<file path="src/rtl/morse_symbol_assembler.sv">
// -----------------------------------------------------------------------------
// morse_symbol_assembler
//
// Collects the dot/dash/space stream from the button converter into a pattern
// register and, on each space, emits one character code for the display.
//
// Ports:
//   clk         in   1   system clock, rising edge
//   reset_n     in   1   asynchronous reset, active low
//   enable      in   1   symbol-valid level; only its rising edge is used
//   signal      in   2   01 dot, 10 dash, 00 space, 11 illegal (ignored)
//   char_valid  out  1   one-cycle pulse, char_code/char_err valid
//   char_code   out  6   0..25 A..Z, 26..35 digits 0..9, UNKNOWN_CODE, ERROR_CODE
//   char_err    out  1   set with char_valid when the character overflowed
//   busy        out  1   at least one symbol held
//   sym_count   out  3   number of symbols held
//   history     out  24  last four codes, [5:0] newest
//
// Configuration:
//   MORSE_HISTORY_EN  when defined, history keeps the last four emitted codes;
//                     otherwise history is tied to zero and has no registers.
//
// MAX_SYMBOLS legal range is 1..5.
// -----------------------------------------------------------------------------
module morse_symbol_assembler #(
   parameter int unsigned MAX_SYMBOLS  = 5,
   parameter logic [5:0]  UNKNOWN_CODE = 6'd36,
   parameter logic [5:0]  ERROR_CODE   = 6'd63
) (
   input  logic        clk,
   input  logic        reset_n,
   input  logic        enable,
   input  logic [1:0]  signal,
   output logic        char_valid,
   output logic [5:0]  char_code,
   output logic        char_err,
   output logic        busy,
   output logic [2:0]  sym_count,
   output logic [23:0] history
);

   localparam logic [2:0] MaxCount = 3'(MAX_SYMBOLS);
   localparam logic [1:0] SigSpace = 2'b00;
   localparam logic [1:0] SigDot   = 2'b01;
   localparam logic [1:0] SigDash  = 2'b10;

   typedef enum logic [1:0] {
      StIdle,
      StCollect,
      StOverflow,
      StEmit
   } state_e;

   state_e      state_q, state_d;
   logic        en_q;
   logic [4:0]  pat_q, pat_d;
   logic [2:0]  cnt_q, cnt_d;
   logic [5:0]  code_q, code_d;
   logic        err_q, err_d;
   logic        pend_valid_q, pend_valid_d;
   logic [1:0]  pend_sig_q, pend_sig_d;

   logic        strobe;
   logic        ev_valid;
   logic [1:0]  ev_sig;
   logic        ev_sym;
   logic        ev_space;
   logic        sym_bit;

   // Key is {length, pattern}; symbol k sits in bit k, dash = 1.
   function automatic logic [5:0] lookup(input logic [2:0] cnt, input logic [4:0] pat);
      logic [5:0] code;
      code = UNKNOWN_CODE;
      case ({cnt, pat})
         {3'd2, 5'b00010}: code = 6'd0;   // A .-
         {3'd4, 5'b00001}: code = 6'd1;   // B -...
         {3'd4, 5'b00101}: code = 6'd2;   // C -.-.
         {3'd3, 5'b00001}: code = 6'd3;   // D -..
         {3'd1, 5'b00000}: code = 6'd4;   // E .
         {3'd4, 5'b00100}: code = 6'd5;   // F ..-.
         {3'd3, 5'b00011}: code = 6'd6;   // G --.
         {3'd4, 5'b00000}: code = 6'd7;   // H ....
         {3'd2, 5'b00000}: code = 6'd8;   // I ..
         {3'd4, 5'b01110}: code = 6'd9;   // J .---
         {3'd3, 5'b00101}: code = 6'd10;  // K -.-
         {3'd4, 5'b00010}: code = 6'd11;  // L .-..
         {3'd2, 5'b00011}: code = 6'd12;  // M --
         {3'd2, 5'b00001}: code = 6'd13;  // N -.
         {3'd3, 5'b00111}: code = 6'd14;  // O ---
         {3'd4, 5'b00110}: code = 6'd15;  // P .--.
         {3'd4, 5'b01011}: code = 6'd16;  // Q --.-
         {3'd3, 5'b00010}: code = 6'd17;  // R .-.
         {3'd3, 5'b00000}: code = 6'd18;  // S ...
         {3'd1, 5'b00001}: code = 6'd19;  // T -
         {3'd3, 5'b00100}: code = 6'd20;  // U ..-
         {3'd4, 5'b01000}: code = 6'd21;  // V ...-
         {3'd3, 5'b00110}: code = 6'd22;  // W .--
         {3'd4, 5'b01001}: code = 6'd23;  // X -..-
         {3'd4, 5'b01101}: code = 6'd24;  // Y -.--
         {3'd4, 5'b00011}: code = 6'd25;  // Z --..
         {3'd5, 5'b11111}: code = 6'd26;  // 0 -----
         {3'd5, 5'b11110}: code = 6'd27;  // 1 .----
         {3'd5, 5'b11100}: code = 6'd28;  // 2 ..---
         {3'd5, 5'b11000}: code = 6'd29;  // 3 ...--
         {3'd5, 5'b10000}: code = 6'd30;  // 4 ....-
         {3'd5, 5'b00000}: code = 6'd31;  // 5 .....
         {3'd5, 5'b00001}: code = 6'd32;  // 6 -....
         {3'd5, 5'b00011}: code = 6'd33;  // 7 --...
         {3'd5, 5'b00111}: code = 6'd34;  // 8 ---..
         {3'd5, 5'b01111}: code = 6'd35;  // 9 ----.
         default:          code = UNKNOWN_CODE;
      endcase
      return code;
   endfunction

   assign strobe = enable & ~en_q;

   // In IDLE a strobe parked during EMIT takes priority; a fresh strobe cannot
   // coincide with it since enable must fall and rise again in between.
   always_comb begin
      ev_valid = strobe;
      ev_sig   = signal;
      if (state_q == StIdle && pend_valid_q) begin
         ev_valid = 1'b1;
         ev_sig   = pend_sig_q;
      end
   end

   assign ev_sym   = ev_valid & ((ev_sig == SigDot) | (ev_sig == SigDash));
   assign ev_space = ev_valid & (ev_sig == SigSpace);
   assign sym_bit  = (ev_sig == SigDash);

   always_comb begin
      state_d      = state_q;
      pat_d        = pat_q;
      cnt_d        = cnt_q;
      code_d       = code_q;
      err_d        = err_q;
      pend_valid_d = pend_valid_q;
      pend_sig_d   = pend_sig_q;

      case (state_q)
         StIdle: begin
            pend_valid_d = 1'b0;
            if (ev_sym) begin
               pat_d   = {4'b0000, sym_bit};
               cnt_d   = 3'd1;
               state_d = StCollect;
            end
         end
         StCollect: begin
            if (ev_sym) begin
               if (cnt_q < MaxCount) begin
                  pat_d = pat_q | (5'(sym_bit) << cnt_q);
                  cnt_d = cnt_q + 3'd1;
               end else begin
                  state_d = StOverflow;
               end
            end else if (ev_space) begin
               code_d  = lookup(cnt_q, pat_q);
               err_d   = 1'b0;
               state_d = StEmit;
            end
         end
         StOverflow: begin
            if (ev_space) begin
               code_d  = ERROR_CODE;
               err_d   = 1'b1;
               state_d = StEmit;
            end
         end
         StEmit: begin
            pat_d   = 5'd0;
            cnt_d   = 3'd0;
            state_d = StIdle;
            if (ev_sym || ev_space) begin
               pend_valid_d = 1'b1;
               pend_sig_d   = ev_sig;
            end
         end
         default: state_d = StIdle;
      endcase
   end

   always_ff @(posedge clk or negedge reset_n) begin
      if (!reset_n) begin
         state_q      <= StIdle;
         en_q         <= 1'b0;
         pat_q        <= 5'd0;
         cnt_q        <= 3'd0;
         code_q       <= 6'd0;
         err_q        <= 1'b0;
         pend_valid_q <= 1'b0;
         pend_sig_q   <= 2'b00;
      end else begin
         state_q      <= state_d;
         en_q         <= enable;
         pat_q        <= pat_d;
         cnt_q        <= cnt_d;
         code_q       <= code_d;
         err_q        <= err_d;
         pend_valid_q <= pend_valid_d;
         pend_sig_q   <= pend_sig_d;
      end
   end

   assign char_valid = (state_q == StEmit);
   assign char_code  = code_q;
   assign char_err   = err_q;
   assign busy       = (cnt_q != 3'd0);
   assign sym_count  = cnt_q;

`ifdef MORSE_HISTORY_EN
   logic [23:0] history_q;

   always_ff @(posedge clk or negedge reset_n) begin
      if (!reset_n) begin
         history_q <= 24'd0;
      end else if (state_q == StEmit) begin
         history_q <= {history_q[17:0], code_q};
      end
   end

   assign history = history_q;
`else
   assign history = 24'd0;
`endif

endmodule

</file>
<file path="config.mk">
export PLATFORM = sky130hd
export DESIGN_NAME = morse_symbol_assembler
export DESIGN_NICKNAME = d
export VERILOG_FILES = /design/src/rtl/morse_symbol_assembler.sv
export SDC_FILE = /design/constraint.sdc
export NUM_CORES = 1
export LEC_CHECK = 0
export ABC_AREA = 1
export CAP_MARGIN = 25
export CORE_MARGIN = 2
export CORE_UTILIZATION = 35
export CTS_CLUSTER_SIZE = 8
export DETAILED_ROUTE_END_ITERATION = 10
export GPL_TIMING_DRIVEN = 0
export HOLD_SLACK_MARGIN = 0.08
export PLACE_DENSITY = 0.65
export SYNTH_ARGS = -nofsm -noshare
export SYNTH_HDL_FRONTEND = slang
export SYNTH_SLANG_ARGS = --single-unit
</file>
<file path="constraint.sdc">
create_clock -name clk -period 4.4 [get_ports clk]
set_input_delay 0.44 -clock clk [delete_from_list [all_inputs] [get_ports clk]]
set_output_delay 0.44 -clock clk [all_outputs]
set_load 0.02 [all_outputs]
</file>
==> impl_metrics.json <==
{
  "finalWorstSetupSlack_ns": 2.18,
  "min_delay_path_depth": 2,
  "num_rows": 27,
  "timing.rr.end": "pat_q[2]",
  "hold_viol": 0,
  "yosysWarnings": 0,
  "die_w_um": 78.7,
  "async_flop_share_pct": 100,
  "min_to": "char_err",
  "timing.critical_path.slowest_stage_cell": "dfrtp_1",
  "htreeDepth": 1,
  "finClkSkew_ns": 0.00654,
  "cts.clk_slew.worst_paths_ns": 0.08,
  "yosysTopAreaCell": "dfrtp_1",
  "ctsResizeCount": 0,
  "drv_cap": 0,
  "fillerInstances": 565,
  "slew_headroom_pct": 65.1,
  "layout-drive-gt1-share_pct": 23.1,
  "worst_slew_pin_slew_ns": 0.521,
  "synth_top_area_share_pct": 26.9,
  "synth_area_leaders": "dfrtp_1, nand2_1, buf_4",
  "placedInstanceArea_um2": 2290,
  "grt_pass1_vias": 1703,
  "r2r-start": "state_q[1]",
  "min_path_type": "flip-flop to flip-flop",
  "min_period_ns": 2.22,
  "p_leak_nw": 1.27,
  "r2r_slack_ns": 2.18,
  "cts_tree": "yes",
  "drc": 0,
  "vdd_drop_max_uv": 441,
  "ys_seq_elements": 21,
  "crit_top_cell": "nand2_4",
  "antenna-diode-count": 0,
  "place_congestion": 0.933,
  "io_buffers": 16,
  "netlist_top_cells_count": "nand2_1, nor2_1, buf_4, dfrtp_1, inv_1",
  "yosysMostFrequentCell": "nand2_1",
  "criticalPathCategory": "flip-flop to flip-flop",
  "synthesis.area_um2": 1950,
  "vias_per_cell": 4.54,
  "die_h_um": 78.7,
  "worstPathMaxFanout": 10,
  "critPathCaptureType": "flip-flop",
  "required_ns": 4.56,
  "numCtsBuffers": 3,
  "final_util_pct": 43.1,
  "vias": 1837,
  "antenna_found_initial": 0,
  "dp.cells": 400,
  "finalNonFillerCells": 405,
  "grt_use_total_pct": 14.8,
  "grt_pass1_wl_mm": 7.45,
  "crit_chain": "buf_4, inv_2, nand3_4, o21ai_0, ha_1, nor2_8, o21ai_1, nand2_2, nand2_4, buf_12, nand2_4, o21ai_2",
  "drv_slew": 0,
  "status": "finished clean",
  "ys_seq_area_share_pct": 26.9,
  "layout.nets": 343,
  "fmax_ghz": 0.450,
  "totalWireLength_mm": 4.32,
  "cts_sinks": 21,
  "pin_count": 41,
  "pre_cts_ws_ns": 2.07,
  "setup_tns_ns": 0,
  "netlist_instances": 289,
  "drt_pre_antenna_iters": 4,
  "post_drt_wl_per_cell_um": 10.7,
  "clock-root-buffer": "clkbuf_8",
  "critPathLaunchType": "flip-flop",
  "critical_path.max_stage_delay_ns": 0.37,
  "final_area_um2": 2350,
  "ys.flop_type": "dfrtp_1",
  "synth_edf_count": 0,
  "p_per_area_nw_per_um2": 595,
  "synth.distinct_cells": 36,
  "worstSkewPairLatency_ns": 0.27,
  "dp_hpwl_mm": 3.43,
  "cts_buffer_depth": 2,
  "cts_setup_buffers": 0,
  "area_delta_synth_final_pct": 20.2,
  "syn_avg_cell_area_um2": 6.75,
  "die_area_um2": 6190,
  "min_period_over_period_pct": 50.6,
  "rr_worst_depth": 12,
  "min-delay-start": "char_err",
  "grt_max_degree": 22,
  "hold_buffers": 0,
  "rsz0062_at_grt": "false",
  "arrival_ns": 2.38,
  "initial_utilization_pct": 35.9,
  "drt_iter0_drc": 133,
  "ant_nets": 0,
  "coreArea_um2": 5440,
  "setup_viol": 0,
  "overflow": 0
}
==> placed cells by master, fill, tap and decap left out, drive strengths merged <==
cell type,netlist,final
nand4,7,7
o32ai,1,1
o21ai,23,23
a22oi,1,1
conb,1,24
o31ai,1,1
clkinv,0,1
inv,32,32
and2,1,1
nor3,4,4
mux2i,1,1
a21oi,10,10
dfrtp,21,21
clkbuf,0,3
buf,32,33
clkdlybuf4s50,0,16
or2,3,3
nor2,47,47
ha,4,4
nand3,19,19
nand2,81,81
==> critical path, delay by kind of cell (launching register included) <==
kind / cells / cell delay, ns
simple gates: 5 / 0.51
compound gates: 3 / 0.43
buf+inv: 3 / 0.42
flops: 1 / 0.37
fa+ha+maj: 1 / 0.37
==> kinds of logic (layout without fill, tap and decap cells) <==
kind of cell | count (synthesis) | in the layout | share of synthesized area (%)
and+or+nand+nor | 162 | 162 | 39.4
adders and majority gates | 4 | 4 | 2.56
buffers and inverters | 64 | 85 | 19.0
other | 1 | 24 | 0.192
DFF | 21 | 21 | 26.9
AOI/OAI and AO/OA | 36 | 36 | 11.4
muxes | 1 | 1 | 0.513
==> per-stage QoR <==
step	power, mW	hold WS (ns)
finish	1.40	0.486
global route	1.52	0.536
CTS	1.40	0.488
detailed placement	1.26	0.466
global placement	1.26	0.468
floorplan	1.02	0.144
==> report_power, final <==
part | internal (mW) | switching [mW]
combinational | 0.356 | 0.590
sequential | 0.267 | 0.0517
clock | 0.0633 | 0.0676
total | 0.686 | 0.709
==> sequential cells by signal, indices dropped and copies added (netlist names) <==
signal	cells
char_code	6
pat_q	5
sym_count	3
pend_sig_q	2
state_q	2
char_err	1
en_q	1
pend_valid_q	1
==> layout make-up <==
| type | instances | area (µm²) | share of cell area (%) |
|---|---|---|---|
| Timing Repair Buffer | 17 | 171 | 7.31 |
| Multi-Input combinational cell | 227 | 1140 | 48.6 |
| Buffer | 32 | 249 | 10.6 |
| Inverter | 32 | 123 | 5.23 |
| Clock buffer | 3 | 41.3 | 1.76 |
| Clock inverter | 1 | 5.00 | 0.213 |
| Sequential cell | 21 | 526 | 22.4 |
| Tap cell | 72 | 90.1 | 3.84 |
==> how the worst max path moves through the flow <==
stage                          start       end  slack (ns)  depth (start not counted)
after floorplan           state_q[1]  pat_q[0]        2.41                         12
after global placement     signal[0]  pat_q[0]        2.15                         10
after detailed placement   signal[0]  pat_q[0]        2.07                         10
after CTS                 state_q[1]  pat_q[0]        2.18                         12
after global routing      state_q[0]  pat_q[1]        2.00                         11
final                     state_q[1]  pat_q[2]        2.18                         12
==> per-layer routing <==
layer / wire length [µm] / vias to the layer above / global-route usage [%]
li1: - / 958 / -
met2: 2050 / 45 / 25.6
met3: 182 / 5 / 1.49
met4: 44 / 0 / 4.21
met5: 0 / - / 0
met1: 2050 / 829 / 19.5
Power figures use the tool's default switching activity.
